### src/rtl/ir_tx_if.sv
// Request/status bundle for the NEC infrared transmitter.
// The master side issues requests; the slave side is the transmitter.
interface ir_tx_if;
    logic [15:0] ir_code;
    logic        send;
    logic        send_repeat;
    logic        busy;
    logic        done;
    logic        ir_env;
    logic        ir_tx;

    modport master (
        output ir_code, send, send_repeat,
        input  busy, done, ir_env, ir_tx
    );

    modport slave (
        input  ir_code, send, send_repeat,
        output busy, done, ir_env, ir_tx
    );
endinterface

### src/rtl/ir_tx.sv
// NEC infrared transmitter: full frames and repeat codes, with an envelope output and a carrier-modulated LED drive.
// Assumes UNIT_CYCLES >= 2 and CARRIER_HIGH <= CARRIER_DIV.
module ir_tx #(
    parameter int UNIT_CYCLES  = 15188,
    parameter int CARRIER_DIV  = 711,
    parameter int CARRIER_HIGH = 237,
    parameter int GAP_UNITS    = 16
) (
    input  logic    clk27,
    input  logic    reset_n,
    ir_tx_if.slave  bus
);

    localparam int CW        = (UNIT_CYCLES > 1) ? $clog2(UNIT_CYCLES) : 1;
    localparam int KW        = (CARRIER_DIV > 1) ? $clog2(CARRIER_DIV) : 1;
    localparam int MAX_UNITS = (GAP_UNITS > 16) ? GAP_UNITS : 16;
    localparam int UW        = $clog2(MAX_UNITS + 1);

    localparam logic [CW-1:0] CYC_LAST   = CW'(UNIT_CYCLES - 1);
    localparam logic [CW-1:0] CYC_PENULT = CW'(UNIT_CYCLES - 2);
    localparam logic [KW-1:0] CAR_LAST   = KW'(CARRIER_DIV - 1);
    localparam logic [KW:0]   CAR_HIGH   = (KW+1)'(CARRIER_HIGH);
    localparam logic [UW-1:0] GAP_LAST   = UW'(GAP_UNITS - 1);
    localparam logic          MARK_TX    = (CARRIER_HIGH > 0);

    typedef enum logic [2:0] {
        IDLE, LEAD_MARK, LEAD_SPACE, BIT_MARK, BIT_SPACE, STOP_MARK, GAP
    } state_t;

    state_t          state;
    logic [CW-1:0]   cyc_cnt;
    logic [UW-1:0]   unit_cnt;
    logic [4:0]      bit_cnt;
    logic [31:0]     shift;
    logic [KW-1:0]   car_cnt;
    logic            is_repeat;

    logic [UW-1:0]   state_units;
    logic            state_end;
    logic [KW-1:0]   car_next;
    logic            car_high_next;

    // Length of the current state in units; the bit space length comes from the bit being sent.
    always_comb begin
        state_units = UW'(1);
        case (state)
            LEAD_MARK:  state_units = UW'(16);
            LEAD_SPACE: state_units = is_repeat ? UW'(4) : UW'(8);
            BIT_SPACE:  state_units = shift[0] ? UW'(3) : UW'(1);
            GAP:        state_units = UW'(GAP_UNITS);
            default:    state_units = UW'(1);
        endcase
        state_end     = (cyc_cnt == CYC_LAST) && (unit_cnt == state_units - UW'(1));
        car_next      = (car_cnt == CAR_LAST) ? '0 : car_cnt + KW'(1);
        car_high_next = ({1'b0, car_next} < CAR_HIGH);
    end

    always_ff @(posedge clk27 or negedge reset_n) begin
        if (!reset_n) begin
            state       <= IDLE;
            cyc_cnt     <= '0;
            unit_cnt    <= '0;
            bit_cnt     <= '0;
            shift       <= '0;
            car_cnt     <= '0;
            is_repeat   <= 1'b0;
            bus.busy    <= 1'b0;
            bus.done    <= 1'b0;
            bus.ir_env  <= 1'b0;
            bus.ir_tx   <= 1'b0;
        end else begin
            bus.done <= 1'b0;
            if (state == IDLE) begin
                if (bus.send || bus.send_repeat) begin
                    state      <= LEAD_MARK;
                    is_repeat  <= !bus.send;
                    if (bus.send)
                        shift <= {~bus.ir_code[7:0], bus.ir_code[7:0],
                                  ~bus.ir_code[15:8], bus.ir_code[15:8]};
                    cyc_cnt    <= '0;
                    unit_cnt   <= '0;
                    bit_cnt    <= '0;
                    car_cnt    <= '0;
                    bus.busy   <= 1'b1;
                    bus.ir_env <= 1'b1;
                    bus.ir_tx  <= MARK_TX;
                end
            end else if (state_end) begin
                // Every state entry restarts the unit, cycle and carrier counters.
                cyc_cnt  <= '0;
                unit_cnt <= '0;
                car_cnt  <= '0;
                case (state)
                    LEAD_MARK: begin
                        state      <= LEAD_SPACE;
                        bus.ir_env <= 1'b0;
                        bus.ir_tx  <= 1'b0;
                    end
                    LEAD_SPACE: begin
                        state      <= is_repeat ? STOP_MARK : BIT_MARK;
                        bus.ir_env <= 1'b1;
                        bus.ir_tx  <= MARK_TX;
                    end
                    BIT_MARK: begin
                        state      <= BIT_SPACE;
                        bus.ir_env <= 1'b0;
                        bus.ir_tx  <= 1'b0;
                    end
                    BIT_SPACE: begin
                        shift      <= shift >> 1;
                        bit_cnt    <= bit_cnt + 5'd1;
                        state      <= (bit_cnt == 5'd31) ? STOP_MARK : BIT_MARK;
                        bus.ir_env <= 1'b1;
                        bus.ir_tx  <= MARK_TX;
                    end
                    STOP_MARK: begin
                        state      <= GAP;
                        bus.ir_env <= 1'b0;
                        bus.ir_tx  <= 1'b0;
                    end
                    default: begin
                        state      <= IDLE;
                        bus.busy   <= 1'b0;
                        bus.ir_env <= 1'b0;
                        bus.ir_tx  <= 1'b0;
                    end
                endcase
            end else begin
                cyc_cnt   <= (cyc_cnt == CYC_LAST) ? '0 : cyc_cnt + CW'(1);
                if (cyc_cnt == CYC_LAST)
                    unit_cnt <= unit_cnt + UW'(1);
                car_cnt   <= car_next;
                bus.ir_tx <= bus.ir_env && car_high_next;
                // Raise done one cycle early so it is visible during the final gap cycle.
                if (state == GAP && unit_cnt == GAP_LAST && cyc_cnt == CYC_PENULT)
                    bus.done <= 1'b1;
            end
        end
    end

endmodule
### src/flat_wrapper.sv
// flat-port wrapper written by rule: the top's interface ports become plain ports
module ir_tx_flat 
#(
    parameter int UNIT_CYCLES  = 15188,
    parameter int CARRIER_DIV  = 711,
    parameter int CARRIER_HIGH = 237,
    parameter int GAP_UNITS    = 16
)
  (clk27, reset_n, bus_ir_code, bus_send, bus_send_repeat, bus_busy, bus_done, bus_ir_env, bus_ir_tx);
  ir_tx_if bus_i ();
  input  logic clk27;
  input  logic reset_n;
  input wire logic [$bits(bus_i.ir_code)-1:0] bus_ir_code;
  input wire logic [$bits(bus_i.send)-1:0] bus_send;
  input wire logic [$bits(bus_i.send_repeat)-1:0] bus_send_repeat;
  output wire logic [$bits(bus_i.busy)-1:0] bus_busy;
  output wire logic [$bits(bus_i.done)-1:0] bus_done;
  output wire logic [$bits(bus_i.ir_env)-1:0] bus_ir_env;
  output wire logic [$bits(bus_i.ir_tx)-1:0] bus_ir_tx;
  assign bus_i.ir_code = bus_ir_code;
  assign bus_i.send = bus_send;
  assign bus_i.send_repeat = bus_send_repeat;
  assign bus_busy = bus_i.busy;
  assign bus_done = bus_i.done;
  assign bus_ir_env = bus_i.ir_env;
  assign bus_ir_tx = bus_i.ir_tx;
  ir_tx #(.UNIT_CYCLES(UNIT_CYCLES), .CARRIER_DIV(CARRIER_DIV), .CARRIER_HIGH(CARRIER_HIGH), .GAP_UNITS(GAP_UNITS)) u_core (.clk27(clk27), .reset_n(reset_n), .bus(bus_i));
endmodule
### config.mk
export PLATFORM = sky130hd
export DESIGN_NAME = ir_tx_flat
export DESIGN_NICKNAME = d
export VERILOG_FILES = /design/src/rtl/ir_tx_if.sv /design/src/rtl/ir_tx.sv /design/src/flat_wrapper.sv
export SDC_FILE = /design/constraint.sdc
export NUM_CORES = 1
export LEC_CHECK = 0
export CAP_MARGIN = 20
export CORE_MARGIN = 2
export CORE_UTILIZATION = 39
export CTS_CLUSTER_SIZE = 25
export DETAILED_ROUTE_END_ITERATION = 12
export SYNTH_ARGS = -nofsm -noshare
export SYNTH_HDL_FRONTEND = slang
export SYNTH_SLANG_ARGS = --single-unit
### constraint.sdc
create_clock -name clk27 -period 4 [get_ports clk27]
set_input_delay 0.4 -clock clk27 [delete_from_list [all_inputs] [get_ports clk27]]
set_output_delay 0.4 -clock clk27 [all_outputs]
set_load 0.05 [all_outputs]
Word-level counts from Yosys, hierarchy flattened
Index checks and enable logic that the tools add are counted.
Widths: inputs -> output; s select.
{ "totals": {"regBits": 74, "in_bits": 20} }
{ "classes": {"magnitude_cmp": 1, "reduce_logical": 19, "n_bitwise": 2, "muxes": 41, "n_addsub": 5, "eq_ne": 15} }
{ "ops": {"columns": ["operator", "count"], "rows": [
  ["$mux 32", 5],
  ["$mux 14", 4],
  ["$mux 10", 4],
  ["$mux 5", 7],
  ["$eq 14x14->1 const B", 2],
  ["$not 8->8", 2],
  ["$mux 3", 5],
  ["$pmux 3 s5", 1],
  ["$pmux 5 s3", 1],
  ["$add 14x1->14 const B", 1],
  ["$mux 1", 12],
  ["$add 10x1->10 const B", 1],
  ["$add 5x1->5 const B", 2],
  ["$eq 10x10->1 const B", 1],
  ["$lt 10x8->1 const B", 1],
  ["$eq 3x3->1 const B", 3],
  ["$eq 3x2->1 const B", 2],
  ["$reduce_and 2->1", 3],
  ["$reduce_and 3->1", 2],
  ["$eq 5x4->1 const B", 1],
  ["$eq 5x5->1", 1],
  ["$eq 5x5->1 const B", 1],
  ["$reduce_or 5->1", 1],
  ["$sub 5x1->5 const B", 1],
  ["other kinds (13)", 19]
]} }

Logic depth before layout (Yosys ltp)
{ "logic_depth": {"word_depth": 8, "mapped_depth": 14, "depth_no_buf": 10} }

Least setup slack after synthesis
Ideal clock, no wire load.
{ "synth_timing": {"path_kind": "reg2reg", "from": "register u_core.state[1]", "to": "register u_core.car_cnt[3]", "path_stages_with_launch": 15, "arrival_time_ns": 2.839, "setup_slack_ns": 1.092, "setup_ns": 0.069, "period_less_slack_ns": 2.908, "cell_sequence": "dfrtp_1 buf_2 clkbuf_1 nor2_1 nand3_1 ha_1 xnor2_1 xnor2_1 a211oi_1 and4_1 buf_4 a21o_1 buf_4 or3_1 nand3_1"} }
{ "synth_via": {"elab_chain_cells": 8} }
{ "synth_rtl": {"columns": ["item", "line_no", "text"], "rows": [
  ["start: declaration", "ir_tx.sv:30", "state_t state;"],
  ["start signal: assignment", "ir_tx.sv:100", "state <= is_repeat ? STOP_MARK : BIT_MARK;"],
  ["start signal: assignment", "ir_tx.sv:112", "state <= (bit_cnt == 5'd31) ? STOP_MARK : BIT_MARK;"],
  ["$eq 3x1->1 / $eq 3x3->1 (equally long branches)", "ir_tx.sv:46", "case (state)"],
  ["$reduce_or 2->1 (no line)", null, null],
  ["$pmux 5 s3", "ir_tx.sv:46", null],
  ["$sub 5x1->5", "ir_tx.sv:53", "state_end = (cyc_cnt == CYC_LAST) && (unit_cnt == state_units - UW'(1));"],
  ["$eq 5x5->1", "ir_tx.sv:53", null],
  ["$logic_and 1x1->1", "ir_tx.sv:53", null],
  ["$mux 10", "ir_tx.sv:88", "end else if (state_end) begin"],
  ["$mux 10", "ir_tx.sv:73", "if (state == IDLE) begin"],
  ["end signal: assignment", "ir_tx.sv:132", "car_cnt <= car_next;"],
  ["end: declaration", "ir_tx.sv:35", "logic [KW-1:0] car_cnt;"]
]} }
Parallel ways exist; a longest one is shown, timed or not.
A chain may end at the register's enable or synchronous reset.

Final worst setup path
{ "layout_timing": {"from": "register u_core.state[0]", "to": "register u_core.shift[1]"} }
{ "layout_via": {"elab_chain_cells": 8} }
{ "layout_rtl": {"columns": ["item", "line_no", "text"], "rows": [
  ["$eq 3x1->1 / $eq 3x3->1 (equally long branches)", "ir_tx.sv:46", null],
  ["$reduce_or 2->1 (no line)", null, null],
  ["$pmux 5 s3", "ir_tx.sv:46", null],
  ["$sub 5x1->5", "ir_tx.sv:53", null],
  ["$eq 5x5->1", "ir_tx.sv:53", null],
  ["$logic_and 1x1->1", "ir_tx.sv:53", null],
  ["$reduce_bool 2->1 (no line)", null, null],
  ["$reduce_and 4->1 (no line)", null, null],
  ["end signal: assignment", "ir_tx.sv:78", "shift <= {~bus.ir_code[7:0], bus.ir_code[7:0],"],
  ["end signal: assignment", "ir_tx.sv:110", "shift <= shift >> 1;"],
  ["end: declaration", "ir_tx.sv:34", "logic [31:0] shift;"]
]} }
Parallel ways exist; a longest one is shown, timed or not.

==> impl_metrics.py <==
metrics = {
    "synth": {
        "ys_seq_area_share_pct": 45.9,
        "synth.most_common_cell": "dfrtp_1",
        "yosysUniqueCellTypes": 52,
        "netlist_area_sq_um": 4040,
        "synth_edf_count": 0,
        "synthDominantCellAreaShare_pct": 45.9,
        "synthTopCellsByCount": "74 x dfrtp_1, 59 x nand2_1, 43 x o21ai_0, 30 x o221a_1, 24 x nand2b_1",
        "yosys_warnings": 0,
        "syn_nets": 452,
        "synth_area_per_cell_sq_um": 9.55,
        "synthAdderAreaFrac_pct": 2.79,
        "synth_mux_area_share_pct": 0.527,
        "synth_top_family_by_area": "simple AND/OR/NAND/NOR gates",
        "yosys-top-cells-area": "dfrtp_1 46%, o221a_1 8.4%, nand2_1 5.5%, o21ai_0 5.3%, nand2b_1 3.7%",
        "synthArstFlopShare_pct": 100,
        "synthCells": 423,
        "synth-xor-area-share_pct": 2.57,
        "ys.flop_type": "dfrtp_1",
        "synth_area_leader_cell": "dfrtp_1",
        "ys_seq_elements": 74,
        "synth-compound-area-share_pct": 20.8,
        "yosys.area_share.simple_pct": 22.9,
    },
    "clocking": {
        "numCtsBuffers": 9,
        "path_clk_slew_ps": 90,
        "root_buffer": "clkbuf_8",
        "cts.sinks": 74,
        "ctsResizeCount": 0,
        "clk_path_buf_depth": 2,
        "cts_setup_buffers": 0,
        "clk_latency_ps": 350,
        "hold_buffers": 0,
        "h-tree-depth": 3,
        "cts_tree": "done",
    },
    "power_and_ir_drop": {
        "vdd_drop_max_mv": 0.145,
        "power.density_nw_per_um2": 306,
        "leakage_nw": 1.92,
        "total_power_mw": 1.39,
    },
    "cells_and_area": {
        "stdcell_count": 577,
        "design_area_sq_um": 4540,
        "layout-drive-gt1-share_pct": 7.03,
        "nFillCells": 994,
        "syn_to_final_growth_pct": 12.5,
        "n_antenna_cell": 0,
        "fin_nets": 465,
    },
    "place": {
        "dp_hpwl_um": 5710,
        "io_buffers": 23,
        "place_congestion": 0.837,
        "placed_area_sq_um": 4340,
        "dp.cells": 561,
    },
    "floorplan": {
        "ios": 24,
        "core_sq_um": 10200,
        "die_x_um": 106,
        "die-area_sq_um": 11200,
        "die_y_um": 106,
        "start_util_pct": 39.6,
        "rows": 37,
    },
    "worst_setup_path": {
        "cpMostUsedCell": "xnor2_1",
        "crit_path_end_kind": "flop",
        "max_stage_delay_ps": 660,
        "crit_arrival_ps": 3560,
        "start_kind": "flop",
        "cp_slowest_cell": "dfrtp_1",
        "critPathKind": "reg -> reg",
        "cp_data_required_time_ps": 4280,
        "crit_fanout": 32,
        "path_cells": "nand2b_1 -> o21ai_0 -> ha_1 -> xnor2_1 -> xnor2_1 -> a211oi_1 -> and4_1 -> nand4_4 -> nand2b_2 -> o221a_1",
        "r2r_cells": 10,
    },
    "sta": {
        "rsz0062_at_grt": "false",
        "min_period_ps": 3280,
        "finalCritPeriodShare_pct": 82.0,
        "drv_slew": 0,
        "fmax_ghz": 0.305,
        "setup_violations": 0,
        "relSlewSlack_pct": 36.9,
        "worst_clock_skew_ps": 14.0,
        "worst_pin_slew_ps": 947,
        "finalHoldViolations": 0,
        "whs_ps": 188,
        "fin_tns_setup_ps": 0,
    },
    "run": {
        "max-cap-violations": 0,
    },
    "global_routing": {
        "grt_pass1_wl_um": 15100,
        "use_met2_pct": 26.4,
        "track_usage_pct": 16.6,
        "grt_pass1_vias": 3064,
        "grt-ovfl-total": 0,
        "antenna_found_initial": 0,
        "busiest_layer": "met2",
        "met3_usage_pct": 4.21,
        "grt_max_degree": 75,
        "grt_util_met1_pct": 22.6,
    },
    "detailed_routing": {
        "drtIter0Drc": 169,
        "routedWlPerCell_um": 15.3,
        "vias": 3292,
        "drc": 0,
        "routed_wl_um": 8820,
        "routed_via_density": 5.71,
        "drtAntennaViolNets": 0,
        "first_pass_iters": 4,
    },
    "worst_hold_path": {
        "min_path_type": "in -> async",
    },
    "run_status": {
        "status": "finished, final reports clean",
    },
}
[cell type report]
class,count,area [sq um],share of cell area [%]
repair buffers,29,273,6.01
multi-input cells,312,2000,44.1
clock inverters,4,50.0,1.10
inverters,10,37.5,0.826
clock buffers,12,155,3.42
well taps,136,170,3.75
flip-flops and latches,74,1850,40.8
[critical path: cells and delay by family (launching register included)]
kind | cells | cell delay, ps
AOI/OAI and AO/OA | 3 | 750
DFF | 1 | 660
adders and majority gates | 1 | 260
and+or+nand+nor | 4 | 1250
xor gates and xnor gates | 2 | 250
[stage by stage]
step	util, %	setup slack, ps
finish	44.6	719
floorplan	-	1090
CTS	44.6	766
global placement	42.6	907
global route	44.6	524
detailed placement	42.6	803
[power breakdown]
part | total, mW | switching [mW] | internal (mW) | leakage (nW)
combinational | 0.0386 | 0.0197 | 0.0189 | 0.870
sequential | 0.749 | 0.000804 | 0.748 | 0.951
clock | 0.603 | 0.282 | 0.322 | 0.0986
[cell families after synthesis]
family | Yosys count
multiplexers | 2
buffers and inverters | 37
adder cells (fa/ha/maj) | 9
AND/OR/NAND/NOR | 175
flip-flops | 74
AO/OA/AOI/OAI | 115
XOR/XNOR | 11
[worst paths after layout]
| path | startpoint | endpoint | slack [ps] |
|---|---|---|---|
| worst min register to register | u_core.cyc_cnt[13]$_DFFE_PN0N_ | u_core.cyc_cnt[13]$_DFFE_PN0N_ | 490 |
| worst min-delay path | reset_n | u_core.cyc_cnt[8]$_DFFE_PN0N_ | 190 |
| worst max-delay path | u_core.state[0]$_DFFE_PN0P_ | u_core.shift[1]$_DFFE_PN0P_ | 720 |
| min in group clk27 | u_core.cyc_cnt[13]$_DFFE_PN0N_ | u_core.cyc_cnt[13]$_DFFE_PN0N_ | 490 |
| max in group asynchronous | reset_n | u_core.cyc_cnt[10]$_DFFE_PN0N_ | 3190 |
| worst max register to register | u_core.state[0]$_DFFE_PN0P_ | u_core.shift[1]$_DFFE_PN0P_ | 720 |
[per-layer routing]
| layer | wire [um] | vias up |
|---|---|---|
| met5 | 0 | - |
| met4 | 98 | 0 |
| met3 | 270 | 10 |
| met2 | 4230 | 58 |
| met1 | 4220 | 1647 |
| li1 | - | 1577 |
[registers in the layout, indices dropped and copies added, names as in the netlist]
| signal | cells |
|---|---|
| u_core.is_repeat | 1 |
| u_core.bus.busy | 1 |
| u_core.shift | 32 |
| u_core.state | 3 |
| u_core.bus.ir_env | 1 |
| u_core.cyc_cnt | 14 |
| u_core.bus.ir_tx | 1 |
| u_core.car_cnt | 10 |
| u_core.unit_cnt | 5 |
| u_core.bit_cnt | 5 |
| u_core.bus.done | 1 |
[cells in the final DEF (no fill, tap or decap), types with 2 or more instances in the layout]
cell             Yosys  routed
clkinvlp_4           0       2
o31ai_1              5       5
o21ai_0             43      43
nand2_1             59      59
xnor2_1              6       6
clkbuf_8             0      11
a31oi_1              7       7
nor2_1              16      16
xor2_1               4       4
buf_4                3       7
or3_1                5       5
inv_1               10      10
a211o_1              2       2
nand3_1             22      22
nand4b_1             2       2
a21oi_1             11      11
dfrtp_1             74      74
nor2b_1              3       3
nand2b_1            24      24
nor4b_1              3       3
clkdlybuf4s50_1      0      22
ha_1                 9       9
o221a_1             30      30
nor3_2               3       3
a21o_1               5       5
and3_1              11      11
nor4_1               5       5
o22ai_1              2       2
o221ai_1             2       2
nor3_1               7       7
nand4_1              6       6
Note: power is estimated with default switching activity, not from simulation.
